==> src/rtl/alu_issue_queue.sv <==
// ---------------------------------------------------------------------------
// alu_issue_queue
//
// Command buffer and issue stage in front of the ALU. A producer pushes
// {op, operand A, operand B} commands over a valid/ready handshake into a
// DEPTH-entry FIFO. At most one command per cycle is popped onto the
// registered ALU-facing outputs. When the queue is empty, held or flushed,
// the op output is driven to NOP (0).
//
// Parameters
//   BITS      operand width (must match the ALU)
//   DEPTH     FIFO entries, power of 2, >= 2
//   CNT_BITS  width of the wrapping issued-command counter
//
// Ports
//   i_clk, i_rst               clock, synchronous active-high reset
//   i_valid / o_ready          producer handshake (o_ready = not full)
//   i_sel_op, i_op_a, i_op_b   command presented by the producer
//   i_hold                     stall: no pop this cycle
//   i_flush                    discard every queued command
//   o_sel_op, o_op_a, o_op_b   registered command to the ALU
//   o_issue                    outputs carry a command popped this cycle
//   o_count, o_empty, o_full   registered occupancy status
//   o_issued_cnt               wrapping count of issued commands
// ---------------------------------------------------------------------------
module alu_issue_queue #(
    parameter int BITS     = 8,
    parameter int DEPTH    = 4,
    parameter int CNT_BITS = 16
) (
    input  logic                       i_clk,
    input  logic                       i_rst,
    input  logic                       i_valid,
    output logic                       o_ready,
    input  logic [4:0]                 i_sel_op,
    input  logic [BITS-1:0]            i_op_a,
    input  logic [BITS-1:0]            i_op_b,
    input  logic                       i_hold,
    input  logic                       i_flush,
    output logic [4:0]                 o_sel_op,
    output logic [BITS-1:0]            o_op_a,
    output logic [BITS-1:0]            o_op_b,
    output logic                       o_issue,
    output logic [$clog2(DEPTH):0]     o_count,
    output logic                       o_empty,
    output logic                       o_full,
    output logic [CNT_BITS-1:0]        o_issued_cnt
);

    localparam int PTR_BITS = $clog2(DEPTH);
    localparam int CW       = PTR_BITS + 1;
    localparam int ENTRY_W  = 5 + 2 * BITS;

    // Entry layout: {op, a, b}
    logic [ENTRY_W-1:0]  mem [0:DEPTH-1];

    logic [PTR_BITS-1:0] wr_ptr_reg;
    logic [PTR_BITS-1:0] rd_ptr_reg;
    logic [CW-1:0]       count_reg;
    logic [CW-1:0]       count_next;

    logic [4:0]          sel_op_reg;
    logic [BITS-1:0]     op_a_reg;
    logic [BITS-1:0]     op_b_reg;
    logic                issue_reg;
    logic [CNT_BITS-1:0] issued_cnt_reg;

    logic                full;
    logic                empty;
    logic                push;
    logic                pop;
    logic [ENTRY_W-1:0]  head;

    // Status decoded only from the registered count, so o_ready never
    // depends combinationally on this cycle's pop.
    assign full  = (count_reg == CW'(DEPTH));
    assign empty = (count_reg == '0);

    // Flush wins over a same-cycle push: the handshake completes from the
    // producer's side but the command is dropped.
    assign push = i_valid && !full && !i_flush;
    assign pop  = !i_hold && !empty && !i_flush;

    assign head = mem[rd_ptr_reg];

    always_comb begin
        count_next = count_reg;
        case ({push, pop})
            2'b10:   count_next = count_reg + CW'(1);
            2'b01:   count_next = count_reg - CW'(1);
            default: count_next = count_reg;
        endcase
    end

    // Storage array: no reset, write-only from the push side.
    always_ff @(posedge i_clk) begin
        if (!i_rst && push) begin
            mem[wr_ptr_reg] <= {i_sel_op, i_op_a, i_op_b};
        end
    end

    // Pointers and occupancy. Pointers wrap naturally since DEPTH is 2^N.
    always_ff @(posedge i_clk) begin
        if (i_rst || i_flush) begin
            wr_ptr_reg <= '0;
            rd_ptr_reg <= '0;
            count_reg  <= '0;
        end else begin
            if (push) begin
                wr_ptr_reg <= wr_ptr_reg + PTR_BITS'(1);
            end
            if (pop) begin
                rd_ptr_reg <= rd_ptr_reg + PTR_BITS'(1);
            end
            count_reg <= count_next;
        end
    end

    // Issue register. On idle cycles the operands are left untouched to
    // avoid needless toggling on the ALU inputs; only the op goes to NOP.
    always_ff @(posedge i_clk) begin
        if (i_rst) begin
            sel_op_reg     <= '0;
            op_a_reg       <= '0;
            op_b_reg       <= '0;
            issue_reg      <= 1'b0;
            issued_cnt_reg <= '0;
        end else if (pop) begin
            sel_op_reg     <= head[ENTRY_W-1 -: 5];
            op_a_reg       <= head[2*BITS-1 -: BITS];
            op_b_reg       <= head[BITS-1:0];
            issue_reg      <= 1'b1;
            issued_cnt_reg <= issued_cnt_reg + CNT_BITS'(1);
        end else begin
            sel_op_reg     <= '0;
            issue_reg      <= 1'b0;
        end
    end

    assign o_ready      = !full;
    assign o_sel_op     = sel_op_reg;
    assign o_op_a       = op_a_reg;
    assign o_op_b       = op_b_reg;
    assign o_issue      = issue_reg;
    assign o_count      = count_reg;
    assign o_empty      = empty;
    assign o_full       = full;
    assign o_issued_cnt = issued_cnt_reg;

endmodule

==> config.mk <==
export PLATFORM = sky130hd
export DESIGN_NAME = alu_issue_queue
export DESIGN_NICKNAME = d
export VERILOG_FILES = /design/src/rtl/alu_issue_queue.sv
export SDC_FILE = /design/constraint.sdc
export NUM_CORES = 1
export LEC_CHECK = 0
export BUFFER_PORTS_ARGS = -buffer_cell sky130_fd_sc_hd__buf_2
export CORE_MARGIN = 2
export CORE_UTILIZATION = 56
export CTS_CLUSTER_SIZE = 16
export DETAILED_ROUTE_END_ITERATION = 8
export PLACE_DENSITY_LB_ADDON = 0.1
export SKIP_LAST_GASP = 1
export SLEW_MARGIN = 15
export SYNTH_ARGS = -nofsm -noshare
export SYNTH_HDL_FRONTEND = slang
export SYNTH_SLANG_ARGS = --single-unit
==> constraint.sdc <==
create_clock -name i_clk -period 3.1 [get_ports i_clk]
set_clock_uncertainty 0.2 [all_clocks]
set_input_delay 0.62 -clock i_clk [delete_from_list [all_inputs] [get_ports i_clk]]
set_output_delay 0.62 -clock i_clk [all_outputs]
set_load 0.1 [all_outputs]
# Yosys cells after proc, flatten, opt, wreduce, memory -nomap -nowiden
# Memories as Yosys holds them, arrays and structs flattened. A register that Yosys moved wholly into a read port is not among the register bits.
# Index checks and enable logic that the tools add are counted.
# classes
addsub,5
n_bitwise,1
div_mod_pow,0
eq_ne,3
muxes,6
shift,0
n_lt_le_gt_ge,0
reduce_logical,14
mul,0
# op_table
cell,n
adder 16 x 1 -> 16 bit (second input constant),1
one-hot mux 3 bit (2 select lines),1
logical AND 1 bit,5
zero test 1 bit,5
adder 2 x 1 -> 2 bit (second input constant),2
two-way mux 2 bit,2
adder 3 x 1 -> 3 bit (second input constant),1
== test 3 bit (second input constant),1
zero test 3 bit,1
two-way mux 1 bit,3
subtractor 3 x 1 -> 3 bit (second input constant),1
== test 2 x 1 -> 1 bit (second input constant),1
== test 2 bit (second input constant),1
nonzero test 2 bit,1
OR reduction 2 bit,1
logical OR 1 bit,1
NOT 1 bit,1
# word_totals
ff_bits,45
rom_bits,0
out_inout_bits,44
input_bits,26
mem_count,1
latch_bits,0
ramBits,84
# memory_table
name,words,width,read_ports,rd_clocked_by_memory_dff,write_ports,line,source
mem,4,21,1,1,1,55,logic [ENTRY_W-1:0] mem [0:DEPTH-1];

# Depth between registers and ports, before layout
# depth
word_depth,7
mapped_depth,10

# Worst setup path before layout
# No wires, ideal clock.
# synth_path
path_kind,register to register
startpoint,"reg count_reg[2], in the netlist o_count[2]"
endpoint,"reg count_reg[2], in the netlist o_count[2]"
synth_period_minus_slack_ps,3537
stages_incl_launch_ff,10
required_ps,2830
arrival_ps,3266
path_slack_ps,-437
n_path_buf,0
cell_sequence,dfxtp_1 -> or3b_2 -> nand2_1 -> or2_2 -> ha_1 -> inv_1 -> fa_1 -> xor2_1 -> or3_1 -> a21oi_1
# synth_via
elab_chain_cells,6
# synth_lines
element,line,source
"start, declared",59,logic [CW-1:0] count_reg;
"start signal, assigned",115,count_reg <= count_next;
== test 3 bit (*),76,assign full = (count_reg == CW'(DEPTH));
zero test 1 bit (*),-,
net o_ready,34,"output logic o_ready,"
logical AND 1 bit (*) (2 in series),81,assign push = i_valid && !full && !i_flush;
== test 2 x 1 -> 1 bit / == test 2 bit (equally long branches),88,"case ({push, pop})"
one-hot mux 3 bit (2 select lines) / nonzero test 2 bit (equally long branches),-,
# The timed path passes the listed nets; every way through them passes the cells marked *.
# A chain may end at the register's enable or synchronous reset.

# Worst setup path after layout
# layout_path
startpoint,"reg count_reg[2], in the netlist o_count[2]"
endpoint,out o_empty
# layout_via
elab_chain_cells,1
# layout_lines
element,line,source
zero test 3 bit,77,assign empty = (count_reg == '0);
"end, declared",45,"output logic o_empty,"
# Every way passes these cells.

==> results.sh <==
export IMPL_run_status="finished clean"
export IMPL_hold_ws_ns=0.129
export IMPL_cellInternalPower_mw=2.97
export IMPL_synthCells=328
export IMPL_num_rows=34
export IMPL_maxCapViolCount=0
export IMPL_required_ns=2.28
export IMPL_synthArstFlopShare_pct=0
export IMPL_critical_path_class="reg -> out"
export IMPL_peakVddDrop_mv=0.399
export IMPL_cts_tree="done"
export IMPL_drt_pass1_iterations=4
export IMPL_post_place_cells=501
export IMPL_hpwl_mm=5.17
export IMPL_crit_fanout=10
export IMPL_synthDistinctLibCells=31
export IMPL_instances_no_fill=533
export IMPL_slew_viol_final=0
export IMPL_regMostFlops="mem"
export IMPL_diodes=0
export IMPL_yosysMostFrequentCell="edfxtp_1"
export IMPL_fillers=619
export IMPL_avgSynthCellArea_um2=15.0
export IMPL_rsz0062_at_grt="no"
export IMPL_synth_enable_flop_cells=84
export IMPL_seq_area_frac_synth_pct=70.3
export IMPL_grt_first_pass_wirelength_mm=14.4
export IMPL_synth_flop_cell="edfxtp_1"
export IMPL_drive_above_1_share_pct=32.9
export IMPL_setup_viol=0
export IMPL_gp_congestion=0.749
export IMPL_io_buffer_count=69
export IMPL_die_width_um=97.8
export IMPL_largest_reg_flops=84
export IMPL_crit_arrival_ns=1.81
export IMPL_wire_per_inst_um=16.4
export IMPL_max_freq_ghz=0.380
export IMPL_antenna_found_initial=0
export IMPL_die_h_um=97.8
export IMPL_clkSlewWorstSetupHoldPaths_ns=0.06
export IMPL_netSwitchingPower_mw=0.838
export IMPL_cpMaxStageDelayCell="buf_2"
export IMPL_cp_cell_sequence="or3_4, inv_4, buf_2"
export IMPL_critPathLaunchType="flip-flop"
export IMPL_track_usage_pct=19.8
export IMPL_wl_mm=8.72
export IMPL_hold_viol_final=0
export IMPL_num_io_pins=70
export IMPL_cts_setup_buffers=0
export IMPL_mappedNetlistArea_um2=4930
export IMPL_swShare_pct=22.0
export IMPL_stdcell_area_um2=5970
export IMPL_synth_top_area_cell="edfxtp_1"
export IMPL_holdBufCountCts=0
export IMPL_clockBufferDepth=2
export IMPL_grt_max_degree=35
export IMPL_power_density_nw_per_um2=638
export IMPL_drc=0
export IMPL_start_util_pct=57.1
export IMPL_root_buffer="clkbuf_8"
export IMPL_syn_to_final_growth_pct=21.2
export IMPL_dpl_cell_area_um2=5430
export IMPL_worstMarginPinSlew_ns=0.775
export IMPL_grt_pass1_vias=2896
export IMPL_cts_sinks=131
export IMPL_vias=2860
export IMPL_dieArea_um2=9570
export IMPL_worst_hold_path_type="in -> reg"
export IMPL_ys_ff_latch=131
export IMPL_core_um2=8640
export IMPL_final_antenna_net_count=0
export IMPL_min_period_ns=2.63
export IMPL_final_nets=445
export IMPL_synth_common_cells="edfxtp_1 (84), dfxtp_1 (47), nand2_1 (39)"
export IMPL_setup_tns_ns=0
export IMPL_viasPerCell=5.37
export IMPL_ys_warn_count=0
export IMPL_cts_buffers=17
export IMPL_synth_top_area_share_pct=51.2
export IMPL_syn_num_nets=361
export IMPL_end_kind="output port"
export IMPL_clock_latency_ns=0.51
export IMPL_drt_iter0_markers=106
export IMPL_ys_top_cells_by_area="edfxtp_1 (51%), dfxtp_1 (19%), mux4_2 (9.6%)"
export IMPL_power_frac_comb_pct=3.2
export IMPL_design_power_total_mw=3.81
export IMPL_htree_num_levels=4
export IMPL_slew_limit_headroom_pct=48.3
export IMPL_timing_final_crit_share_pct=84.9
export IMPL_slowest_delay_ns=0.43
export IMPL_clockPowerShare_pct=47.5
export IMPL_seqPwrFrac_pct=49.3
export IMPL_p_leak_nw=2.13
export IMPL_post_cts_resized=0
export IMPL_overflow=0
[path summary, 6_finish.rpt]
check                  start         end  slack, ns  cells past startpoint
setup / recovery  o_count[2]     o_empty       0.47                      3
hold / removal     i_op_b[2]   mem[1][2]       0.13                      1
setup reg to reg  o_count[0]  o_count[2]       0.60                      9
hold reg to reg    o_op_b[1]   o_op_b[1]       0.25                      2
[critical path: cells and delay by family, from the launching register on]
family / cells / cell delay [ns]
buffers and inverters: 2 / 0.54
AND/OR/NAND/NOR: 1 / 0.42
flip-flops: 1 / 0.33
[stage by stage]
stage / worst slack (ns) / utilization [%]
2_1_floorplan: 0.102 / -
3_3_place_gp: 0.578 / 62.9
3_5_place_dp: 0.500 / 62.9
4_1_cts: 0.438 / 69.2
5_1_grt: 0.401 / 69.2
6_report: 0.467 / 69.2
[power groups by stage]
stage	registers, mW	clock network (mW)	logic [mW]
detailed placement	1.92	0	0.122
floorplan	1.94	0	0.0503
finish	1.88	1.81	0.122
global route	1.88	1.91	0.133
global placement	1.92	0	0.120
CTS	1.88	1.83	0.123
[metal layers]
layer | vias up | track usage (%) | part of all wire (%)
met5 | - | 0 | 0
met2 | 63 | 33.7 | 51
met1 | 1404 | 24.3 | 44
li1 | 1386 | - | -
met3 | 7 | 5.01 | 4.0
met4 | 0 | 8.33 | 1.1
[logic make-up after synthesis]
group                    Yosys count  share of synthesized area [%]
flip-flops                       131                           70.3
AND/OR/NAND/NOR                  103                           10.6
AO/OA/AOI/OAI                     29                           3.00
multiplexers                      22                           9.82
buffers and inverters             21                           1.73
XOR/XNOR                          15                           2.66
adder cells (fa/ha/maj)            7                           1.93
[cell usage in the layout (no fill, tap or decap), types with 5 or more instances in the layout]
cell and instances:
dfxtp_1 43, nand3_1 8, buf_2 69, xor2_1 5, nor4_1 6, and2_1 9, ha_1 6, clkbuf_16 16
inv_1 8, mux4_2 21, edfxtp_1 84, xnor2_1 10, clkinvlp_4 6, a21oi_1 24, or3_1 5, buf_4 8
nand2_1 39, nor2_1 21
[layout make-up]
type                    count  area (µm²)  area share (%)
flip-flops and latches    131        3470            58.1
multi-input cells         176        1380            23.2
well taps                 108         135            2.26
clock buffers              17         414            6.93
repair buffers             77         405            6.79
inverters                   9        36.3           0.607
clock inverters            15         131            2.20
(Power assumes the default switching activity.)
